File: src/rtl/fifo_wr_arb.sv
// Two-requester write arbiter in front of a FIFO write port. Grants are
// combinational and bounded by a per-owner burst limit; writes are counted.
module fifo_wr_arb #(
    parameter int DATA_WIDTH = 8,
    parameter int BURST      = 4
) (
    input  logic                      clk,
    input  logic                      reset,
    input  logic                      req0,
    input  logic [2*DATA_WIDTH-1:0]   data0,
    output logic                      ack0,
    input  logic                      req1,
    input  logic [2*DATA_WIDTH-1:0]   data1,
    output logic                      ack1,
    input  logic                      full,
    output logic                      wr,
    output logic [2*DATA_WIDTH-1:0]   w_data,
    output logic                      owner,
    output logic [15:0]               wr_count
);

    typedef enum logic [1:0] {
        IDLE = 2'd0,
        OWN0 = 2'd1,
        OWN1 = 2'd2
    } state_t;

    localparam logic [3:0] BURST_C = 4'(BURST);

    state_t      state_r, state_s;
    logic [3:0]  cnt_r, cnt_s;
    logic        last_gnt_r, last_gnt_s;
    logic [15:0] wr_count_r, wr_count_s;
    logic        any_req_s;
    logic        sel_s;
    logic        grant_s;

    // State register: all arbiter state, synchronous active-low reset.
    always_ff @(posedge clk) begin
        if (!reset) begin
            state_r    <= IDLE;
            cnt_r      <= 4'd0;
            last_gnt_r <= 1'b1;
            wr_count_r <= 16'd0;
        end else begin
            state_r    <= state_s;
            cnt_r      <= cnt_s;
            last_gnt_r <= last_gnt_s;
            wr_count_r <= wr_count_s;
        end
    end

    // Requester selection: the owner keeps the port until its burst is spent
    // and the other side is waiting; from IDLE the least recent grantee wins.
    always_comb begin
        any_req_s = req0 | req1;
        sel_s     = 1'b0;
        case (state_r)
            OWN0: begin
                if (req0 && ((cnt_r < BURST_C) || !req1)) begin
                    sel_s = 1'b0;
                end else if (req1) begin
                    sel_s = 1'b1;
                end else begin
                    sel_s = 1'b0;
                end
            end
            OWN1: begin
                if (req1 && ((cnt_r < BURST_C) || !req0)) begin
                    sel_s = 1'b1;
                end else if (req0) begin
                    sel_s = 1'b0;
                end else begin
                    sel_s = 1'b1;
                end
            end
            default: begin
                if (req0 && req1) begin
                    sel_s = ~last_gnt_r;
                end else if (req1) begin
                    sel_s = 1'b1;
                end else begin
                    sel_s = 1'b0;
                end
            end
        endcase
        grant_s = any_req_s & ~full & reset;
    end

    // Next-state: a full FIFO freezes ownership and the burst count.
    always_comb begin
        state_s    = state_r;
        cnt_s      = cnt_r;
        last_gnt_s = last_gnt_r;
        wr_count_s = wr_count_r;
        if (!any_req_s) begin
            state_s = IDLE;
            cnt_s   = 4'd0;
        end else if (grant_s) begin
            state_s    = sel_s ? OWN1 : OWN0;
            last_gnt_s = sel_s;
            if (state_s == state_r) begin
                cnt_s = (cnt_r < BURST_C) ? (cnt_r + 4'd1) : cnt_r;
            end else begin
                // The granting cycle itself is the first word of the new burst.
                cnt_s = 4'd1;
            end
        end else begin
            state_s = state_r;
            cnt_s   = cnt_r;
        end
        if (grant_s && (wr_count_r != 16'hFFFF)) begin
            wr_count_s = wr_count_r + 16'd1;
        end else begin
            wr_count_s = wr_count_r;
        end
    end

    // Outputs: write strobe, acks and data follow the grant in the same cycle.
    always_comb begin
        wr       = grant_s;
        ack0     = grant_s & ~sel_s;
        ack1     = grant_s & sel_s;
        owner    = (state_r == OWN1);
        wr_count = wr_count_r;
        if (grant_s) begin
            w_data = sel_s ? data1 : data0;
        end else begin
            w_data = {(2*DATA_WIDTH){1'b0}};
        end
    end

endmodule

File: config.mk
export PLATFORM = sky130hd
export DESIGN_NAME = fifo_wr_arb
export DESIGN_NICKNAME = d
export VERILOG_FILES = /design/src/rtl/fifo_wr_arb.sv
export SDC_FILE = /design/constraint.sdc
export NUM_CORES = 1
export LEC_CHECK = 0
export BUFFER_PORTS_ARGS = -buffer_cell sky130_fd_sc_hd__buf_2
export CAP_MARGIN = 20
export CORE_AREA = 10 10 60 82
export DETAILED_ROUTE_END_ITERATION = 8
export DIE_AREA = 0 0 70 92
export PLACE_DENSITY = 0.83
export RECOVER_POWER = 25
export SYNTH_ARGS = -nofsm -noshare
export SYNTH_HDL_FRONTEND = slang
export SYNTH_SLANG_ARGS = --single-unit
File: constraint.sdc
create_clock -name clk -period 2.5 [get_ports clk]
set_input_delay 0.25 -clock clk [delete_from_list [all_inputs] [get_ports clk]]
set_output_delay 0.25 -clock clk [all_outputs]
set_load 0.05 [all_outputs]
# Word-level counts from Yosys, hierarchy flattened
# Cells that the tools add are included.
op_classes:
  magnitude_cmp: 1
  n_addsub: 2
  bitwise: 8
  reduce_logical: 11
  muxes: 11
  n_eq_ne: 5
op_table:
  columns: ["op", "n"]
  rows:
  - ["2-to-1 mux 16 bit", 2]
  - ["adder 16 x 1 -> 16 bit (second input constant)", 1]
  - ["!= test 16 bit (second input constant)", 1]
  - ["2-to-1 mux 4 bit", 2]
  - ["AND reduction 2 bit", 3]
  - ["2-to-1 mux 1 bit", 5]
  - ["adder 4 x 1 -> 4 bit (second input constant)", 1]
  - ["AND 1 bit", 4]
  - ["logical AND 1 bit", 4]
  - ["less-than comparator 4 x 3 -> 1 bit (second input constant)", 1]
  - ["inverter 1 bit", 3]
  - ["== test 2 x 1 -> 1 bit (second input constant)", 1]
  - ["== test 2 bit", 1]
  - ["== test 2 bit (second input constant)", 1]
  - ["zero test 1 bit", 2]
  - ["logical OR 1 bit", 2]
  - ["2-to-1 mux 2 bit", 1]
  - ["!= test 2 bit (second input constant)", 1]
  - ["case mux 1 bit (2 select lines)", 1]
  - ["OR 1 bit", 1]
totals:
  register_bits: 23
  inputBits: 37
  word_cells: 42

# Longest topological paths before layout
logic_depth:
  depth_word: 9
  mapped_depth: 9

# Worst setup path before layout
# No wires, ideal clock.
synth_path:
  kind: "register to output"
  from: "register state_r[0]"
  to: "output port w_data[10]"
  arrival_time_ns: 2.490
  required_ns: 2.250
  stages_incl_launch_ff: 10
  path_buffers: 2
  setup_slack_ns: -0.240
  path_cell_list: "dfxtp_1 > inv_1 > ha_1 > nor3b_1 > a31oi_1 > nand3_1 > buf_4 > buf_4 > mux2i_1 > nor2_1"
synth_between:
  elab_chain_cells: 4
synth_lines:
  columns: ["element", "line_no", "rtl"]
  rows:
  - ["start, declared", "30", "state_t state_r, state_s;"]
  - ["start signal, assigned", "46", "state_r <= state_s;"]
  - ["== test 2 bit", null, null]
  - ["via owner", "18", "output logic owner,"]
  - ["case mux 1 bit (2 select lines)", "58", "case (state_r)"]
  - ["2-to-1 mux 16 bit", "127", "w_data = sel_s ? data1 : data0;"]
  - ["2-to-1 mux 16 bit", "126", "if (grant_s) begin"]
  - ["end, declared", "17", "output logic [2*DATA_WIDTH-1:0] w_data,"]
# The timed path passes the listed nets, and every way through them passes these cells.

# Final worst setup path
layout_path:
  from: "register state_r[0]"
  to: "output port w_data[7]"
layout_between:
  elab_chain_cells: 4
layout_lines:
  columns: ["element", "line_no"]
  rows:
  - ["== test 2 bit or == test 2 x 1 -> 1 bit (tied branches)", "58"]
  - ["case mux 1 bit (2 select lines) *", "58"]
  - ["2-to-1 mux 16 bit *", "127"]
  - ["2-to-1 mux 16 bit *", "126"]
# Mark *: on every way between the ends. The rest lies on a longest branch, timed or not.

==> impl_metrics.env <==
export IMPL_status="finished, final reports clean"
export IMPL_wirelength_mm=4.86
export IMPL_rr_startpoint="state_r[0]"
export IMPL_max_stage_delay_ps=360
export IMPL_grt_pass1_vias=1611
export IMPL_drt_iter0_drc=115
export IMPL_p_int_mw=0.635
export IMPL_grt_remaining_overflow=0
export IMPL_cts_inserted_buffers=3
export IMPL_worstSetupPathType="flip-flop to output pin"
export IMPL_routed_via_density=5.67
export IMPL_clk_pin_slew_ps=80
export IMPL_synth_area_leader_cell="dfxtp_1"
export IMPL_clock_power_share_pct=24.0
export IMPL_gr_usage_met1_pct=14.6
export IMPL_cts_max_level=1
export IMPL_post_route_util_pct=65.5
export IMPL_pwr_share_seq_pct=39.9
export IMPL_cellPowerDensity_nw_per_um2=421
export IMPL_clk_latency_ps=260
export IMPL_p_leak_nw=0.919
export IMPL_cts_sinks=23
export IMPL_routabilityCongestion=0.843
export IMPL_fin_hold_ws_ps=305
export IMPL_first_pass_iters=4
export IMPL_finalSetupTns_ps=0
export IMPL_switching_power_mw=0.334
export IMPL_port_buffers=72
export IMPL_yosysMostFrequentCell="nor2_1"
export IMPL_crit_start="state_r[0]"
export IMPL_drc=0
export IMPL_syn_num_nets=219
export IMPL_swShare_pct=34.4
export IMPL_cts_tree="done"
export IMPL_dp_cells=288
export IMPL_yosys_warnings=0
export IMPL_pin_count=73
export IMPL_synth_cells=178
export IMPL_ys_seq_area_share_pct=29.9
export IMPL_netlist_area_um2=1540
export IMPL_hpwlAfterDp_mm=3.53
export IMPL_dp_slack_ps=186
export IMPL_fill_cells=274
export IMPL_final_setup_viol_count=0
export IMPL_area_growth_pct=49.5
export IMPL_syn_area_per_cell_um2=8.65
export IMPL_max_freq_mhz=422
export IMPL_setup_worst_path_end_class="output pin"
export IMPL_worst_slack_ps=131
export IMPL_netlist_area_leader_share_pct=29.9
export IMPL_instances_no_fill=294
export IMPL_finalCritPeriodShare_pct=94.8
export IMPL_initial_utilization_pct=43.8
export IMPL_register_area_um2=462
export IMPL_startpoint_type="flip-flop"
export IMPL_synth_edff_count=0
export IMPL_hold_start="full"
export IMPL_grt_pass1_wl_mm=7.62
export IMPL_multi_input_area_um2=1240
export IMPL_async_reset_ff_share_pct=0
export IMPL_ys_ff_latch=23
export IMPL_synth_common_cells="25 x nor2_1, 23 x dfxtp_1, 18 x mux2i_1, 13 x nand3_1"
export IMPL_grt_max_degree=18
export IMPL_max_vdd_ir_drop_mv=0.288
export IMPL_drive_gt1_share_pct=46.0
export IMPL_path_cells="inv_1 > ha_4 > nor3b_4 > a31oi_4 > nand3_4 > clkbuf_16 > mux2i_4 > nor2_4 > buf_4"
export IMPL_worst_slew_pin_slew_ps=607
export IMPL_yosys_cell_types_count=52
export IMPL_rsz0062_at_grt="false"
export IMPL_hold_buffers=0
export IMPL_cp_max_fo=6
export IMPL_skew_ps=0.853
export IMPL_period_needed_ps=2370
export IMPL_die_area_um2=6440
export IMPL_hold_viol_final=0
export IMPL_vias=1668
export IMPL_slew_headroom_pct=59.7
export IMPL_nets=294
export IMPL_slew_violations=0
export IMPL_num_rows=26
export IMPL_antenna_found_initial=0
export IMPL_synth_flop_cell="dfxtp_1"
export IMPL_grt_busiest_layer="met2"
export IMPL_die_y_um=92
export IMPL_core_area_um2=3510
export IMPL_synth_area_leaders="dfxtp_1 30%, mux2i_1 12%, nor2_1 6.1%, nand3_1 4.2%, ha_1 3.2%"
export IMPL_grtUsageTotal_pct=13.8
export IMPL_hold_path_class="primary input to flip-flop"
export IMPL_wire_per_inst_um=16.5
export IMPL_worstPathRequired_ps=2250
export IMPL_cap_violations=0
export IMPL_cts_path_max_buffers=2
export IMPL_cpMaxStageDelayCell="dfxtp_2"
export IMPL_die_w_um=70
export IMPL_ant_nets=0
export IMPL_pwr_share_comb_pct=36.1
export IMPL_grt_util_met3_pct=5.83
export IMPL_diodes=0
export IMPL_use_met2_pct=23.5
export IMPL_cp_arrival_ps=2120
export IMPL_root_buffer="clkbuf_8"
-- metal layers --
layer	wire (um)	share of wire, %
met5	0	0
met1	1870	39
met3	493	10
met4	107	2.2
met2	2380	49
-- worst max-delay path: cells and delay by family, from the launching register on --
family | cells | cell delay (ps)
adder cells (fa/ha/maj) | 1 | 320
multiplexers | 1 | 190
AND/OR/NAND/NOR | 3 | 270
AO/OA/AOI/OAI | 1 | 220
buffers and inverters | 3 | 490
flip-flops | 1 | 360
-- cells in the final DEF (no fill, tap or decap), types with 3 or more instances in the layout --
cell type,synthesis,final
nor2_4,0,8
clkbuf_8,1,3
dfxtp_1,23,22
clkbuf_4,0,4
inv_1,9,9
mux2i_1,18,6
buf_4,2,10
mux2i_4,0,6
nor3_1,4,4
nand4_1,3,3
a31oi_1,4,3
nor4_1,3,3
mux2i_2,1,7
nand2b_1,3,3
clkbuf_1,3,14
buf_6,0,4
nand2_1,9,9
a21oi_1,3,3
nand3_1,13,11
o21ai_0,4,4
xnor2_1,4,4
nor2_2,0,9
buf_2,0,43
ha_1,4,3
o31ai_1,3,3
nor2_1,25,8
-- power by group through the flow --
| stage | Sequential, mW | Clock (mW) | Combinational, mW |
|---|---|---|---|
| after global routing | 0.389 | 0.253 | 0.372 |
| final | 0.387 | 0.232 | 0.350 |
| after CTS | 0.386 | 0.237 | 0.282 |
| after floorplan | 0.403 | 0 | 0.186 |
| after global placement | 0.394 | 0 | 0.254 |
| after detailed placement | 0.394 | 0 | 0.258 |
-- flip-flops by register name, indices dropped and copies added (netlist names) --
signal	cells
wr_count	16
last_gnt_r	1
state_r	2
cnt_r	4
-- per-stage QoR --
stage | total power, mW | area, um^2
2_1_floorplan | 0.589 | 1620
3_5_place_dp | 0.653 | 2000
4_1_cts | 0.905 | 2110
5_1_grt | 1.01 | 2300
6_report | 0.969 | 2300
3_3_place_gp | 0.648 | 2000
-- repair_timing --
action / in CTS / in global routing
setup buffers: 0 / 1
gates resized for setup: 20 / 35
endpoints found under the setup margin: 12 / 17
pin swaps: 0 / 2
gates cloned: 0 / 1
hold endpoints to repair: 0 / 0
-- worst paths after layout --
| path | slack [ps] | end | cells after the start |
|---|---|---|---|
| max reg2reg | 590 | cnt_r[2] | 8 |
| min | 300 | state_r[1] | 2 |
| min reg2reg | 470 | last_gnt_r | 2 |
| max | 130 | w_data[7] | 9 |
-- area by class of cell --
type	count	area share, %
clock buffers	3	1.79
clock inverters	1	0.217
inverters	10	1.63
multi-input cells	138	53.9
flip-flops and latches	23	20.1
well taps	42	2.28
repair buffers	77	20.1
-- logic make-up (layout without fill, tap and decap cells) --
logic type	Yosys count	in the layout	synth area share (%)
xor+xnor	4	4	2.27
compound gates	32	32	16.4
mux	19	19	12.6
simple gates	79	79	29.6
flops	23	23	29.9
buf+inv	17	91	6.01
fa+ha+maj	4	4	3.25
(Power assumes the default switching activity.)
